File: src/rtl/clkdiv_pkg.sv
// Shared encodings for the ratio-select clock divider: tap selects and FSM states.
package clkdiv_pkg;

  localparam logic [1:0] SEL_DIV2  = 2'd0;
  localparam logic [1:0] SEL_DIV4  = 2'd1;
  localparam logic [1:0] SEL_DIV8  = 2'd2;
  localparam logic [1:0] SEL_DIV16 = 2'd3;

  typedef enum logic [1:0] {
    IDLE     = 2'd0,
    WAIT_BND = 2'd1,
    ACK      = 2'd2
  } state_t;

endpackage

File: src/rtl/clkdiv_counter.sv
// Free-running divide counter; exposes next value and the all-ones wrap event.
module clkdiv_counter
  import clkdiv_pkg::*;
#(
  parameter int CNT_W = 4
) (
  input  logic             clk,
  input  logic             rst_n,
  input  logic             en,
  output logic [CNT_W-1:0] cnt,
  output logic [CNT_W-1:0] cnt_nxt,
  output logic             wrap
);

  assign cnt_nxt = en ? cnt + CNT_W'(1) : cnt;
  assign wrap    = en & (&cnt);

  always_ff @(posedge clk or negedge rst_n) begin
    if (!rst_n) cnt <= '0;
    else        cnt <= cnt_nxt;
  end

endmodule

File: src/rtl/clkdiv_ratio_ctrl.sv
// Run-time ratio controller: tap changes are deferred to the counter wrap so
// div_out never produces a runt pulse or a shortened period.
module clkdiv_ratio_ctrl
  import clkdiv_pkg::*;
#(
  parameter int CNT_W   = 4,
  parameter int SEL_W   = 2,
  parameter int DEF_SEL = 0
) (
  input  logic             clk,
  input  logic             rst_n,
  input  logic             en,
  input  logic             sel_req,
  input  logic [SEL_W-1:0] sel_in,
  output logic             sel_ack,
  output logic             busy,
  output logic [SEL_W-1:0] cur_sel,
  output logic [CNT_W-1:0] cnt,
  output logic             div_out,
  output logic             tick
);

  state_t           state, state_nxt;
  logic [SEL_W-1:0] pend_sel, pend_nxt, sel_nxt, sel_cl;
  logic [CNT_W-1:0] cnt_nxt;
  logic             wrap, div_nxt;

  clkdiv_counter #(.CNT_W(CNT_W)) u_cnt (
    .clk     (clk),
    .rst_n   (rst_n),
    .en      (en),
    .cnt     (cnt),
    .cnt_nxt (cnt_nxt),
    .wrap    (wrap)
  );

  // Out-of-range selects only exist when the select field has spare codes.
  generate
    if (CNT_W < 2**SEL_W) begin : g_clamp
      assign sel_cl = (sel_in > SEL_W'(CNT_W-1)) ? SEL_W'(CNT_W-1) : sel_in;
    end else begin : g_noclamp
      assign sel_cl = sel_in;
    end
  endgenerate

  always_comb begin
    state_nxt = state;
    pend_nxt  = pend_sel;
    sel_nxt   = cur_sel;
    case (state)
      IDLE: begin
        if (sel_req) begin
          if (sel_cl == cur_sel) begin
            state_nxt = ACK;
          end else begin
            pend_nxt  = sel_cl;
            state_nxt = WAIT_BND;
          end
        end
      end
      WAIT_BND: begin
        // every tap falls 1->0 at the wrap, so the switch is glitch-free here
        if (wrap) begin
          sel_nxt   = pend_sel;
          state_nxt = ACK;
        end
      end
      ACK:     state_nxt = IDLE;
      default: state_nxt = IDLE;
    endcase
  end

  assign div_nxt = cnt_nxt[sel_nxt];
  assign busy    = (state == WAIT_BND);
  assign sel_ack = (state == ACK);

  always_ff @(posedge clk or negedge rst_n) begin
    if (!rst_n) begin
      state    <= IDLE;
      pend_sel <= SEL_W'(DEF_SEL);
      cur_sel  <= SEL_W'(DEF_SEL);
      div_out  <= 1'b0;
      tick     <= 1'b0;
    end else begin
      state    <= state_nxt;
      pend_sel <= pend_nxt;
      cur_sel  <= sel_nxt;
      div_out  <= div_nxt;
      tick     <= div_nxt & ~div_out;
    end
  end

endmodule

File: config.mk
export PLATFORM = sky130hd
export DESIGN_NAME = clkdiv_ratio_ctrl
export DESIGN_NICKNAME = d
export VERILOG_FILES = /design/src/rtl/clkdiv_pkg.sv /design/src/rtl/clkdiv_counter.sv /design/src/rtl/clkdiv_ratio_ctrl.sv
export SDC_FILE = /design/constraint.sdc
export NUM_CORES = 1
export LEC_CHECK = 0
export ABC_CLOCK_PERIOD_IN_PS = 1500
export BUFFER_PORTS_ARGS = -buffer_cell sky130_fd_sc_hd__buf_2
export CORE_MARGIN = 2
export CORE_UTILIZATION = 40
export DETAILED_ROUTE_END_ITERATION = 7
export GPL_TIMING_DRIVEN = 0
export PLACE_DENSITY = 0.63
export SYNTH_ARGS = -nofsm -noshare
export SYNTH_HDL_FRONTEND = slang
export SYNTH_SLANG_ARGS = --single-unit
File: constraint.sdc
create_clock -name clk -period 1.5 [get_ports clk]
set_input_delay 0.3 -clock clk [delete_from_list [all_inputs] [get_ports clk]]
set_output_delay 0.3 -clock clk [all_outputs]
set_load 0.05 [all_outputs]
==> results.tsv, run 1 <==
metric	value	unit
rrSetupSlack	0.03	ns
dp_worst_setup_slack	-0.0001288	ns
synthCells	53	
ys_seq_area_share	48.58	%
hold_viol	0	
synth_top_family_by_area	compound AO/OA/AOI/OAI gates	
worstHoldStart	sel_req	
ys_warn_count	0	
vias_per_cell	5.495	
maxCapViolCount	0	
synthXorXnorAreaFrac	7.085	%
clkLatencyLatePin	0.27	ns
avgSynthCellArea	11.66	sq um
timing.rr.start	u_cnt.cnt[1]$_DFF_PN0_	
synthTopCellsByCount	12 x dfrtp_1, 7 x nand2_1, 4 x xnor2_1	
rows	14	
hold_end	state[1]$_DFFE_PN0P_	
synth_compound_area_share	19.23	%
tritoncts	done	
design_area	849.6	sq um
r2r-end	tick$_DFF_PN0_	
syn_area	618.1	sq um
die_width	43.31	microns
wl_per_cell	13.14	microns
fin_crit_sh	98.11	%
synth_top_cell_by_area	dfrtp_1	
finalClockSkew	0.003637	ns
worst_slack	0.02830	ns
postPlaceCellArea	755.7	sq um
first_global_vias	472	
antenna_cells	0	
critPathMaxFanout	4	
synthesis.nets	60	
antenna_found_initial	0	
initial_utilization	42.01	%
maxSlewViolCount	0	
yosysMostFrequentCell	dfrtp_1	
dieArea	1876	sq um
hold_path_depth	3	
status	finished, final reports clean	
grtUsageTotal	15.88	%
dp_hpwl	903.6	microns
cp-start-kind	flip-flop	
synth-simple-area-share	15.79	%
muxShareOfSynthArea	5.466	%
clk_pin_slew	0.08	ns
grt_max_degree	13	
crit_start	u_cnt.cnt[1]$_DFF_PN0_	
worst_pin_slew	0.2762	ns
place.gp.congestion	0.7463	
path_class	flip-flop to flip-flop	
syn2layout_area_growth	37.45	%
root_buffer	clkbuf_4	
required	1.66	ns
drt-initial-drc-count	14	
drt-total-wl	1196	microns
synthAdderAreaFrac	2.024	%
antenna_left	0	
r2r_cells	6	
slew_headroom	81.59	%
die_y	43.31	microns
overflow	0	
yosys.area.top_type_share	48.58	%
drt-pass1-iter-count	4	
synthArstFlopShare	100.0	%
synth_cell_types	25	
worstSetupEndpointType	flip-flop	
cts_sinks	12	
cts_inserted_buffers	3	
cts_buffer_depth	2	
cp_data_arrival_time	1.63	ns
fmax	679.5	MHz
synthTopCellsByArea	dfrtp_1 49%, xnor2_1 5.7%, mux2_2 5.5%	
core	1471	sq um
numPortBuffers	15	
via_count	500	
io_pins	16	
grt_setup_unrepaired	yes	
hold_class	primary input to flip-flop	
drc	0	
ys_ff_latch	12	
synth_ff_type	dfrtp_1	
drive_gt1_share	61.33	%
setup_viol	0	
fin_nets	83	
htree_levels	1	
grt_pass1_wl	2139	microns
synth_edf_count	0	
min_period	1.472	ns
==> layout make-up <==
| type | instances | area [sq um] |
|---|---|---|
| clock buffers | 4 | 36.28 |
| inverters | 3 | 15.01 |
| fillers | 138 | 621.8 |
| flip-flops and latches | 12 | 305.3 |
| repair buffers | 18 | 102.6 |
| well taps | 16 | 20.02 |
| multi-input cells | 38 | 370.4 |
==> critical path, cell delays in order (launching register included) <==
cell     delay [ns]
dfrtp_2        0.44
ha_4           0.18
and4_1         0.22
nand3_2        0.09
nand2_1        0.07
a32oi_2        0.24
o32ai_2        0.11
==> layer usage <==
layer	vias up	GRT usage, %	share of wire, %	wire length (microns)
li1	237	-	-	-
met1	250	21.35	46	553
met2	11	22.39	48	572
met3	2	5.106	4.7	56
met4	0	9.091	1.1	13
met5	-	0	0	0
==> sequential cells by signal, indices dropped and copies added, names as in the netlist <==
register and count:
pend_sel 2, u_cnt.cnt 4, div_out 1, cur_sel 2, tick 1, state 2
==> stage by stage <==
| stage | std cells | hold WS (ns) | util (%) | TNS [ns] |
|---|---|---|---|---|
| 2_1_floorplan | 53 | 0.004409 | - | -0.1660 |
| 3_3_place_gp | 84 | 0.1932 | 51.36 | 0 |
| 3_5_place_dp | 84 | 0.1929 | 51.36 | -0.0001288 |
| 4_1_cts | 90 | 0.2657 | 55.53 | 0 |
| 5_1_grt | 91 | 0.2700 | 57.74 | -0.07207 |
| 6_report | 91 | 0.2768 | 57.74 | 0 |
==> how the worst max path moves through the flow <==
stage                                   end  cells after the start
after floorplan              tick$_DFF_PN0_                      6
after global placement       tick$_DFF_PN0_                      6
after detailed placement  div_out$_DFF_PN0_                      6
after CTS                 div_out$_DFF_PN0_                      6
after global routing      div_out$_DFF_PN0_                      6
final                        tick$_DFF_PN0_                      6
==> placed cells by master, fill, tap and decap left out, types with 2 or more instances in the layout <==
cell type / synthesis / routed
buf_2: 0 / 14
buf_4: 0 / 3
clkbuf_4: 0 / 3
dfrtp_1: 12 / 8
dfrtp_2: 0 / 4
inv_1: 3 / 2
mux2_2: 3 / 3
nand2_1: 7 / 4
nand2_2: 0 / 3
o21ai_2: 3 / 3
xnor2_1: 4 / 3
==> kinds of logic (layout without fill, tap and decap cells) <==
kind of cell	Yosys count	count (layout)
AND/OR/NAND/NOR	17	17
adder cells (fa/ha/maj)	1	1
flip-flops	12	12
XOR/XNOR	5	5
multiplexers	3	3
AO/OA/AOI/OAI	12	12
buffers and inverters	3	25
==> what timing repair did <==
| item | in CTS | in global routing |
|---|---|---|
| resized for setup | 2 | 5 |
| endpoints found under the hold margin | 12 | 0 |
| pin swaps | 1 | 4 |
| setup endpoints to repair | 3 | 2 |
| gates cloned | 0 | 0 |
| hold buffers | 1 | 0 |
| setup buffers | 1 | 1 |
Power of run 1 is not shown: default switching activity piles up to over one toggle a cycle in this logic, so the estimate is an artifact.
==> run 2: changes to the inputs <==
BUFFER_PORTS_ARGS = default   (was -buffer_cell sky130_fd_sc_hd__buf_2)
DONT_BUFFER_PORTS = 1   (was default)
GPL_TIMING_DRIVEN = default   (was 0)
PLACE_DENSITY = 0.53   (was 0.63)
==> run 2 against run 1 <==
  * Global-route usage down 0.53 points
  * Clock skew grew 0.0047 ns
  * Sequential share of layout area is 1.9 points higher
  * Largest cell class unchanged
  * Critical path type unchanged
  * Wire length increased by 4.5%
  * Worst hold slack got worse by 0.13 ns
==> results.tsv, run 2 (same netlist as run 1, synthesis figures left out) <==
metric	value	unit
status	finished, final reports clean	
required	1.66	ns
cts_buffer_depth	2	
place.gp.congestion	0.8297	
rows	14	
hold_ws	0.1427	ns
nFillCells	136	
tritoncts	done	
clk_pin_slew	0.08	ns
cpMaxStageDelayCell	dfrtp_2	
syn2layout_area_growth	30.57	%
largest-register	u_cnt.cnt	
dieArea	1876	sq um
critPathMaxFanout	3	
antenna_left	0	
cp_data_arrival_time	1.61	ns
fin_nets	76	
worst-path-buf-inv	0	
grt_setup_unrepaired	yes	
post-route-util	54.85	%
fin_crit_sh	96.61	%
cp-start-kind	flip-flop	
largest_reg_flops	4	
via_count	464	
htree_levels	1	
antenna_found_initial	0	
maxCapViolCount	0	
maxSlewViolCount	0	
postCtsSetupBuffers	0	
fin_setup_tns	0	ns
drt-pass1-iter-count	4	
dp_hpwl	976	microns
grt_pass1_wl	2021	microns
worst_pin_slew	0.5398	ns
grtUsageTotal	15.34	%
path_delay_family	flip-flops	
min_period	1.449	ns
dp_worst_setup_slack	0.05561	ns
antenna_cells	0	
worstSetupEndpointType	flip-flop	
first_global_vias	459	
overflow	0	
path_cells	ha_4 > and4_1 > nand3_1 > nand2_1 > a32oi_2 > o22ai_1	
clkLatencyLatePin	0.28	ns
wl_per_cell	14.88	microns
hold_class	primary input to flip-flop	
io_pins	16	
worst_slack	0.05091	ns
setup_viol	0	
numPortBuffers	0	
vias_per_cell	5.524	
drc	0	
drt-initial-drc-count	5	
final_cell_mix	10 x buf_4, 8 x dfrtp_1, 6 x nand2_1, 4 x dfrtp_2	
grt_max_degree	13	
drt-total-wl	1250	microns
mostFrequentLayoutCell	buf_4	
slew_headroom	63.89	%
critPathMaxStageDelay	0.43	ns
drive_gt1_share	51.47	%
fmax	690.1	MHz
path_class	flip-flop to flip-flop	
core	1471	sq um
finalClockSkew	0.008302	ns
root_buffer	clkbuf_4	
cts_sinks	12	
initial_utilization	42.01	%
cts_inserted_buffers	3	
die_y	43.31	microns
hold_viol	0	
die_width	43.31	microns
==> run 2: cell count changes in the layout (fill, tap and decap cells not counted), sizes merged <==
cell	previous run	this run
buf	17	10
==> run 2: worst register-to-register path, cell delays in order (launching register included) <==
cell	delay [ns]
dfrtp_2	0.43
ha_4	0.18
and4_1	0.21
nand3_1	0.10
nand2_1	0.09
a32oi_2	0.21
o22ai_1	0.10
==> run 2: what timing repair did <==
action                                 in CTS  in global routing
pin swaps                                   0                  4
hold buffers                                1                  0
resized for setup                           1                  0
endpoints found under the hold margin      12                  0
setup endpoints to repair                   1                  2
==> run 2: layout make-up <==
type                    instances  area [sq um]  share of cell area, %
inverters                       3         15.01                  1.860
clock buffers                   4         36.28                  4.496
well taps                      16         20.02                  2.481
repair buffers                 11         85.08                  10.54
flip-flops and latches         12         305.3                  37.83
multi-input cells              38         345.3                  42.79
==> run 2: final timing paths <==
kind                       slack [ns]              startpoint  cells after the start                      to
min reg2reg                      0.51       div_out$_DFF_PN0_                      1          tick$_DFF_PN0_
max                              0.05  u_cnt.cnt[1]$_DFF_PN0_                      6       div_out$_DFF_PN0_
max in group asynchronous        0.67                   rst_n                      1    cur_sel[0]$_DFF_PN0_
min                              0.14                      en                      1  u_cnt.cnt[0]$_DFF_PN0_
min in group asynchronous        0.43                   rst_n                      1  u_cnt.cnt[3]$_DFF_PN0_
max reg2reg                      0.05  u_cnt.cnt[1]$_DFF_PN0_                      6       div_out$_DFF_PN0_
==> run 2: per-stage QoR <==
step	instances	area (sq um)
CTS	84	807.0
detailed placement	79	755.7
finish	84	807.0
floorplan	53	660.6
global placement	79	755.7
global route	84	807.0
==> run 2: routing by layer <==
layer	part of all wire (%)	track usage [%]	vias to the layer above
li1	-	-	220
met1	42	19.63	223
met2	48	22.99	16
met3	6.2	2.979	5
met4	3.4	10.91	0
met5	0	0	-
Power of run 2 is left out for the same reason.
